===== src/rtl/stopwatch_ctrl.sv =====
// Stopwatch core: button edge detect, IDLE/RUN/STOP FSM, 10 ms prescaler, MM:SS.cc BCD digits.
// Outputs are registered; the digits and O_TICK/O_OVF change together on the tick edge.
module stopwatch_ctrl #(
  parameter int TICK_DIV = 160000,
  parameter int PRE_W    = 18
) (
  input  logic       I_CLK,
  input  logic       I_RST,
  input  logic       I_START_EN,
  input  logic       I_CLR_EN,
  output logic       O_RUN,
  output logic       O_TICK,
  output logic       O_OVF,
  output logic [3:0] O_CS_ONES,
  output logic [3:0] O_CS_TENS,
  output logic [3:0] O_SEC_ONES,
  output logic [3:0] O_SEC_TENS,
  output logic [3:0] O_MIN_ONES,
  output logic [3:0] O_MIN_TENS
);

  typedef enum logic [1:0] {
    ST_IDLE = 2'd0,
    ST_RUN  = 2'd1,
    ST_STOP = 2'd2
  } state_t;

  localparam logic [PRE_W-1:0] TICK_LAST = PRE_W'(TICK_DIV - 1);

  state_t           r_state;
  state_t           w_next;
  logic             r_start_q;
  logic             r_clr_q;
  logic [PRE_W-1:0] r_pre;
  logic [3:0]       r_cs_ones, r_cs_tens, r_sec_ones, r_sec_tens, r_min_ones, r_min_tens;
  logic             r_run, r_tick, r_ovf;

  logic w_start_rise, w_clr_rise;
  logic w_clear, w_count, w_tick;
  logic w_c_cs1, w_c_cs10, w_c_s1, w_c_s10, w_c_m1, w_ovf;

  assign w_start_rise = I_START_EN & ~r_start_q;
  assign w_clr_rise   = I_CLR_EN & ~r_clr_q;

  always_ff @(posedge I_CLK) begin
    if (I_RST) begin
      r_state   <= ST_IDLE;
      r_start_q <= 1'b1;
      r_clr_q   <= 1'b1;
    end else begin
      r_state   <= w_next;
      r_start_q <= I_START_EN;
      r_clr_q   <= I_CLR_EN;
    end
  end

  // Clear wins over start in STOP; in RUN a start press pauses without counting that edge.
  always_comb begin
    w_next  = r_state;
    w_clear = 1'b0;
    w_count = 1'b0;
    unique case (r_state)
      ST_IDLE: begin
        if (w_start_rise) w_next = ST_RUN;
      end
      ST_RUN: begin
        if (w_start_rise) w_next = ST_STOP;
        else              w_count = 1'b1;
      end
      ST_STOP: begin
        if (w_clr_rise) begin
          w_next  = ST_IDLE;
          w_clear = 1'b1;
        end else if (w_start_rise) begin
          w_next = ST_RUN;
        end
      end
      default: w_next = ST_IDLE;
    endcase
  end

  assign w_tick   = w_count && (r_pre == TICK_LAST);
  assign w_c_cs1  = w_tick   && (r_cs_ones  == 4'd9);
  assign w_c_cs10 = w_c_cs1  && (r_cs_tens  == 4'd9);
  assign w_c_s1   = w_c_cs10 && (r_sec_ones == 4'd9);
  assign w_c_s10  = w_c_s1   && (r_sec_tens == 4'd5);
  assign w_c_m1   = w_c_s10  && (r_min_ones == 4'd9);
  assign w_ovf    = w_c_m1   && (r_min_tens == 4'd5);

  always_ff @(posedge I_CLK) begin
    if (I_RST || w_clear)  r_pre <= '0;
    else if (w_tick)       r_pre <= '0;
    else if (w_count)      r_pre <= r_pre + 1'b1;
  end

  always_ff @(posedge I_CLK) begin
    if (I_RST || w_clear) begin
      r_cs_ones  <= 4'd0;
      r_cs_tens  <= 4'd0;
      r_sec_ones <= 4'd0;
      r_sec_tens <= 4'd0;
      r_min_ones <= 4'd0;
      r_min_tens <= 4'd0;
    end else begin
      if (w_tick)   r_cs_ones  <= w_c_cs1  ? 4'd0 : r_cs_ones  + 4'd1;
      if (w_c_cs1)  r_cs_tens  <= w_c_cs10 ? 4'd0 : r_cs_tens  + 4'd1;
      if (w_c_cs10) r_sec_ones <= w_c_s1   ? 4'd0 : r_sec_ones + 4'd1;
      if (w_c_s1)   r_sec_tens <= w_c_s10  ? 4'd0 : r_sec_tens + 4'd1;
      if (w_c_s10)  r_min_ones <= w_c_m1   ? 4'd0 : r_min_ones + 4'd1;
      if (w_c_m1)   r_min_tens <= w_ovf    ? 4'd0 : r_min_tens + 4'd1;
    end
  end

  always_ff @(posedge I_CLK) begin
    if (I_RST) begin
      r_run  <= 1'b0;
      r_tick <= 1'b0;
      r_ovf  <= 1'b0;
    end else begin
      r_run  <= (w_next == ST_RUN);
      r_tick <= w_tick;
      r_ovf  <= w_ovf;
    end
  end

  assign O_RUN      = r_run;
  assign O_TICK     = r_tick;
  assign O_OVF      = r_ovf;
  assign O_CS_ONES  = r_cs_ones;
  assign O_CS_TENS  = r_cs_tens;
  assign O_SEC_ONES = r_sec_ones;
  assign O_SEC_TENS = r_sec_tens;
  assign O_MIN_ONES = r_min_ones;
  assign O_MIN_TENS = r_min_tens;

endmodule

===== config.mk =====
export PLATFORM = sky130hd
export DESIGN_NAME = stopwatch_ctrl
export DESIGN_NICKNAME = d
export VERILOG_FILES = /design/src/rtl/stopwatch_ctrl.sv
export SDC_FILE = /design/constraint.sdc
export NUM_CORES = 1
export LEC_CHECK = 0
export CORE_ASPECT_RATIO = 1.75
export CORE_UTILIZATION = 49
export CTS_BUF_LIST = sky130_fd_sc_hd__clkbuf_8 sky130_fd_sc_hd__clkbuf_16
export DETAILED_ROUTE_END_ITERATION = 10
export HOLD_SLACK_MARGIN = 0.06
export PLACE_DENSITY = 0.76
export SLEW_MARGIN = 10
export SYNTH_ARGS = -nofsm -noshare
export SYNTH_HDL_FRONTEND = slang
export SYNTH_SLANG_ARGS = --single-unit

===== constraint.sdc =====
create_clock -name I_CLK -period 2 [get_ports I_CLK]
set_input_delay 0.4 -clock I_CLK [delete_from_list [all_inputs] [get_ports I_CLK]]
set_output_delay 0.4 -clock I_CLK [all_outputs]
set_load 0.02 [all_outputs]

==> metrics <==
Mapped Cells 288; vias per inst 5.70; global placement routability congestion 0.828; WS Path Type register to register; vias in the first global route around 2300; worst slew pin tran around 0.37 ns; Clk pwr share 34.6%; worst reg-to-reg path cell count 6; Critical Path Start r_pre[15]; first-pass GRT wire length slightly above 10000 um; Die Width ~55 um; initial antenna violation count 0; crit path DAT about 2.3 ns; Inserted Clock Buffers 5; Worst EP required about 2.3 ns; Ys Warns 0; Synth Flop Type dfxtp_1; core region area about 4700 um^2; Psw between 0.0003 and 0.0004 W; worst reg2reg path startpoint r_pre[15]; root buf cell clkbuf_8; clk slew on worst S/H paths 0.10 ns; P_int approximately 0.0013 W; largest cells by area after synthesis dfxtp_1, ha_1, xnor2_1; Sink Count 49; Tcrit/Tclk final 104%; net count after synthesis 305; switching part of the total 23.0%; Cell Area, Synth around 2400 um^2; Max stage delay on crit path 0.59 ns; Combinational Power Share 5.1%; Seq pwr share approximately three fifths; post-synth top area share 40.0%; Clock Path Buffers 2; Iter 0 DRT Violations 103; relative slew slack between 70% and 80%; Worst Slack Setup Final -0.0858 ns; EDFF count, synth 0; Setup TNS Final -0.547 ns; Initial Util approximately half; failing checks negative setup slack; post-synthesis cell type count 38; power per cell area 462 nW/um^2; drt total wl about 6500 um; slowest cell on the critical path or4b_4; unrepaired setup endpoints after global routing true; clk_lat worst skew about 0.31 ns; Synth Register Bits 49; Post-CTS Hold Buffers 0; Worst Clk Skew 0.0156 ns; Peak Freq 479 MHz; Initial DRT Pass Iterations 4; endpoints failing setup 14; status complete, but fails checks; Tmin final 2.09 ns; CP endpoint kind register; max_cap viols 0; Final ANT Viol Nets 0; Async SR Flop Fraction 0%; R2R setup slack -0.09 ns; number of inserted diodes 0; routed len/inst around 15 um; TritonCTS clock tree yes; syn avg cell area about 8.5 um^2; area grow syn2layout 44.7%; most instantiated cells after synthesis dfxtp_1, nor2_1, a21oi_1; total number of vias between 2000 and 2500; top-count cell post-synth dfxtp_1; final hold violation count 0; # DRC 0; Setup crit end O_MIN_ONES[1]; layout cells sized above 1 about 30%; Pins Over Slew Limit 0; H-tree depth 2; grt total ovfl 0; largest net degree at the start of global routing 24; Yosys top cell by area dfxtp_1; Post-DP HPWL between 4000 and 5000 um; Min-Delay Path Depth 2; IO Pins 31; I/O Buffers 30; Worst Hold Class register to register; nets 400; RR Endpoint O_MIN_ONES[1]; VDD IR-drop max ~0.43 mV; # rows 33; crit-path max FO 6; cell chain of the critical path or4b_4, nor4_4, buf_4, nand3_4, or4_1, a21oi_1; Lkg Pwr between 1 and 1.5 nW; final std cells w/o fill between 400 and 500; dpl cells about 410; Die ar. ~5300 um^2; All-Layer GR Usage ~24%; crit start category register; post-synthesis sequential area ratio between 40% and 50%; Die Y ~96 um
-- what timing repair did --
item	4_1_cts	5_1_grt
gates cloned	1	0
resized for setup	6	37
setup endpoints to repair	15	24
pin swaps	9	26
setup buffers	7	8
-- layout make-up --
class | count | area [um^2]
flip-flops and latches | 49 | 987
clock inverters | 3 | 13.8
inverters | 13 | 48.8
fillers | 350 | 1200
repair buffers | 93 | 813
multi-input cells | 221 | 1550
clock buffers | 5 | 68.8
well taps | 52 | 65.1
-- critical path: cells and delay by family (launching register included) --
family	cells	cell delay [ns]
flip-flops	1	0.33
buffers and inverters	1	0.17
AND/OR/NAND/NOR	4	1.40
AO/OA/AOI/OAI	1	0.14
-- routing by layer --
layer | routed length, um | up-vias | global-route usage (%)
met5 | 0 | - | 0
li1 | - | 1219 | -
met2 | 3700 | 57 | 48.3
met4 | 222 | 0 | 11.5
met3 | 165 | 18 | 3.26
met1 | 2420 | 1190 | 23.8
-- sequential cells by signal (all words and copies together), names as in the netlist --
signal and count:
O_OVF 1, O_MIN_ONES 4, r_state 2, r_start_q 1
O_SEC_ONES 4, O_CS_ONES 4, O_CS_TENS 4, r_clr_q 1
O_SEC_TENS 4, r_pre 18, O_TICK 1, O_MIN_TENS 4
O_RUN 1
-- worst min path at each step --
stage | from | end | slack (ns)
3_5_place_dp | r_pre[1] | r_pre[1] | 0.49
6_report | r_pre[1] | r_pre[1] | 0.50
4_1_cts | r_pre[1] | r_pre[1] | 0.50
5_1_grt | r_pre[1] | r_pre[1] | 0.54
2_1_floorplan | r_pre[1] | r_pre[1] | 0.47
3_3_place_gp | r_pre[1] | r_pre[1] | 0.49
-- cell families (layout without fill, tap and decap cells) --
logic type	Yosys count	after routing	synth area share (%)
compound gates	46	46	10.6
fa+ha+maj	13	13	6.64
buf+inv	19	114	3.32
flops	49	49	40.0
xor+xnor	18	18	6.44
simple gates	143	144	32.9
-- power by group through the flow --
stage | Sequential, W | Combinational [W] | Clock, W
6_report | 0.000988 | 0.0000830 | 0.000566
4_1_cts | 0.000988 | 0.0000803 | 0.000578
5_1_grt | 0.000989 | 0.0000909 | 0.000614
2_1_floorplan | 0.00101 | 0.0000394 | 0
3_5_place_dp | 0.00101 | 0.0000801 | 0
3_3_place_gp | 0.00101 | 0.0000792 | 0
-- through the flow --
stage	hold slack (ns)	power (W)	setup WS, ns	utilization [%]	area [um^2]
after floorplan	0.466	0.00105	0.000196	-	2460
after global placement	0.485	0.00109	-0.255	67.1	3190
after detailed placement	0.489	0.00109	-0.292	67.1	3190
after CTS	0.502	0.00165	-0.0865	70.7	3360
after global routing	0.537	0.00169	-0.154	74.7	3550
final	0.495	0.00164	-0.0858	74.7	3550
-- placed cells by master (no fill, tap or decap), types with 8 or more instances in the layout --
cell type        count
ha_1                13
o21ai_0             10
clkdlybuf4s50_1     30
nand2_1             19
xnor2_1             15
buf_4               57
a21oi_1             11
nand4_1             11
nand3_1             11
nor2_1              32
a21oi_2             12
dfxtp_1             44
inv_1               14
or3_1                8
Note: power is estimated with default switching activity, not from simulation.
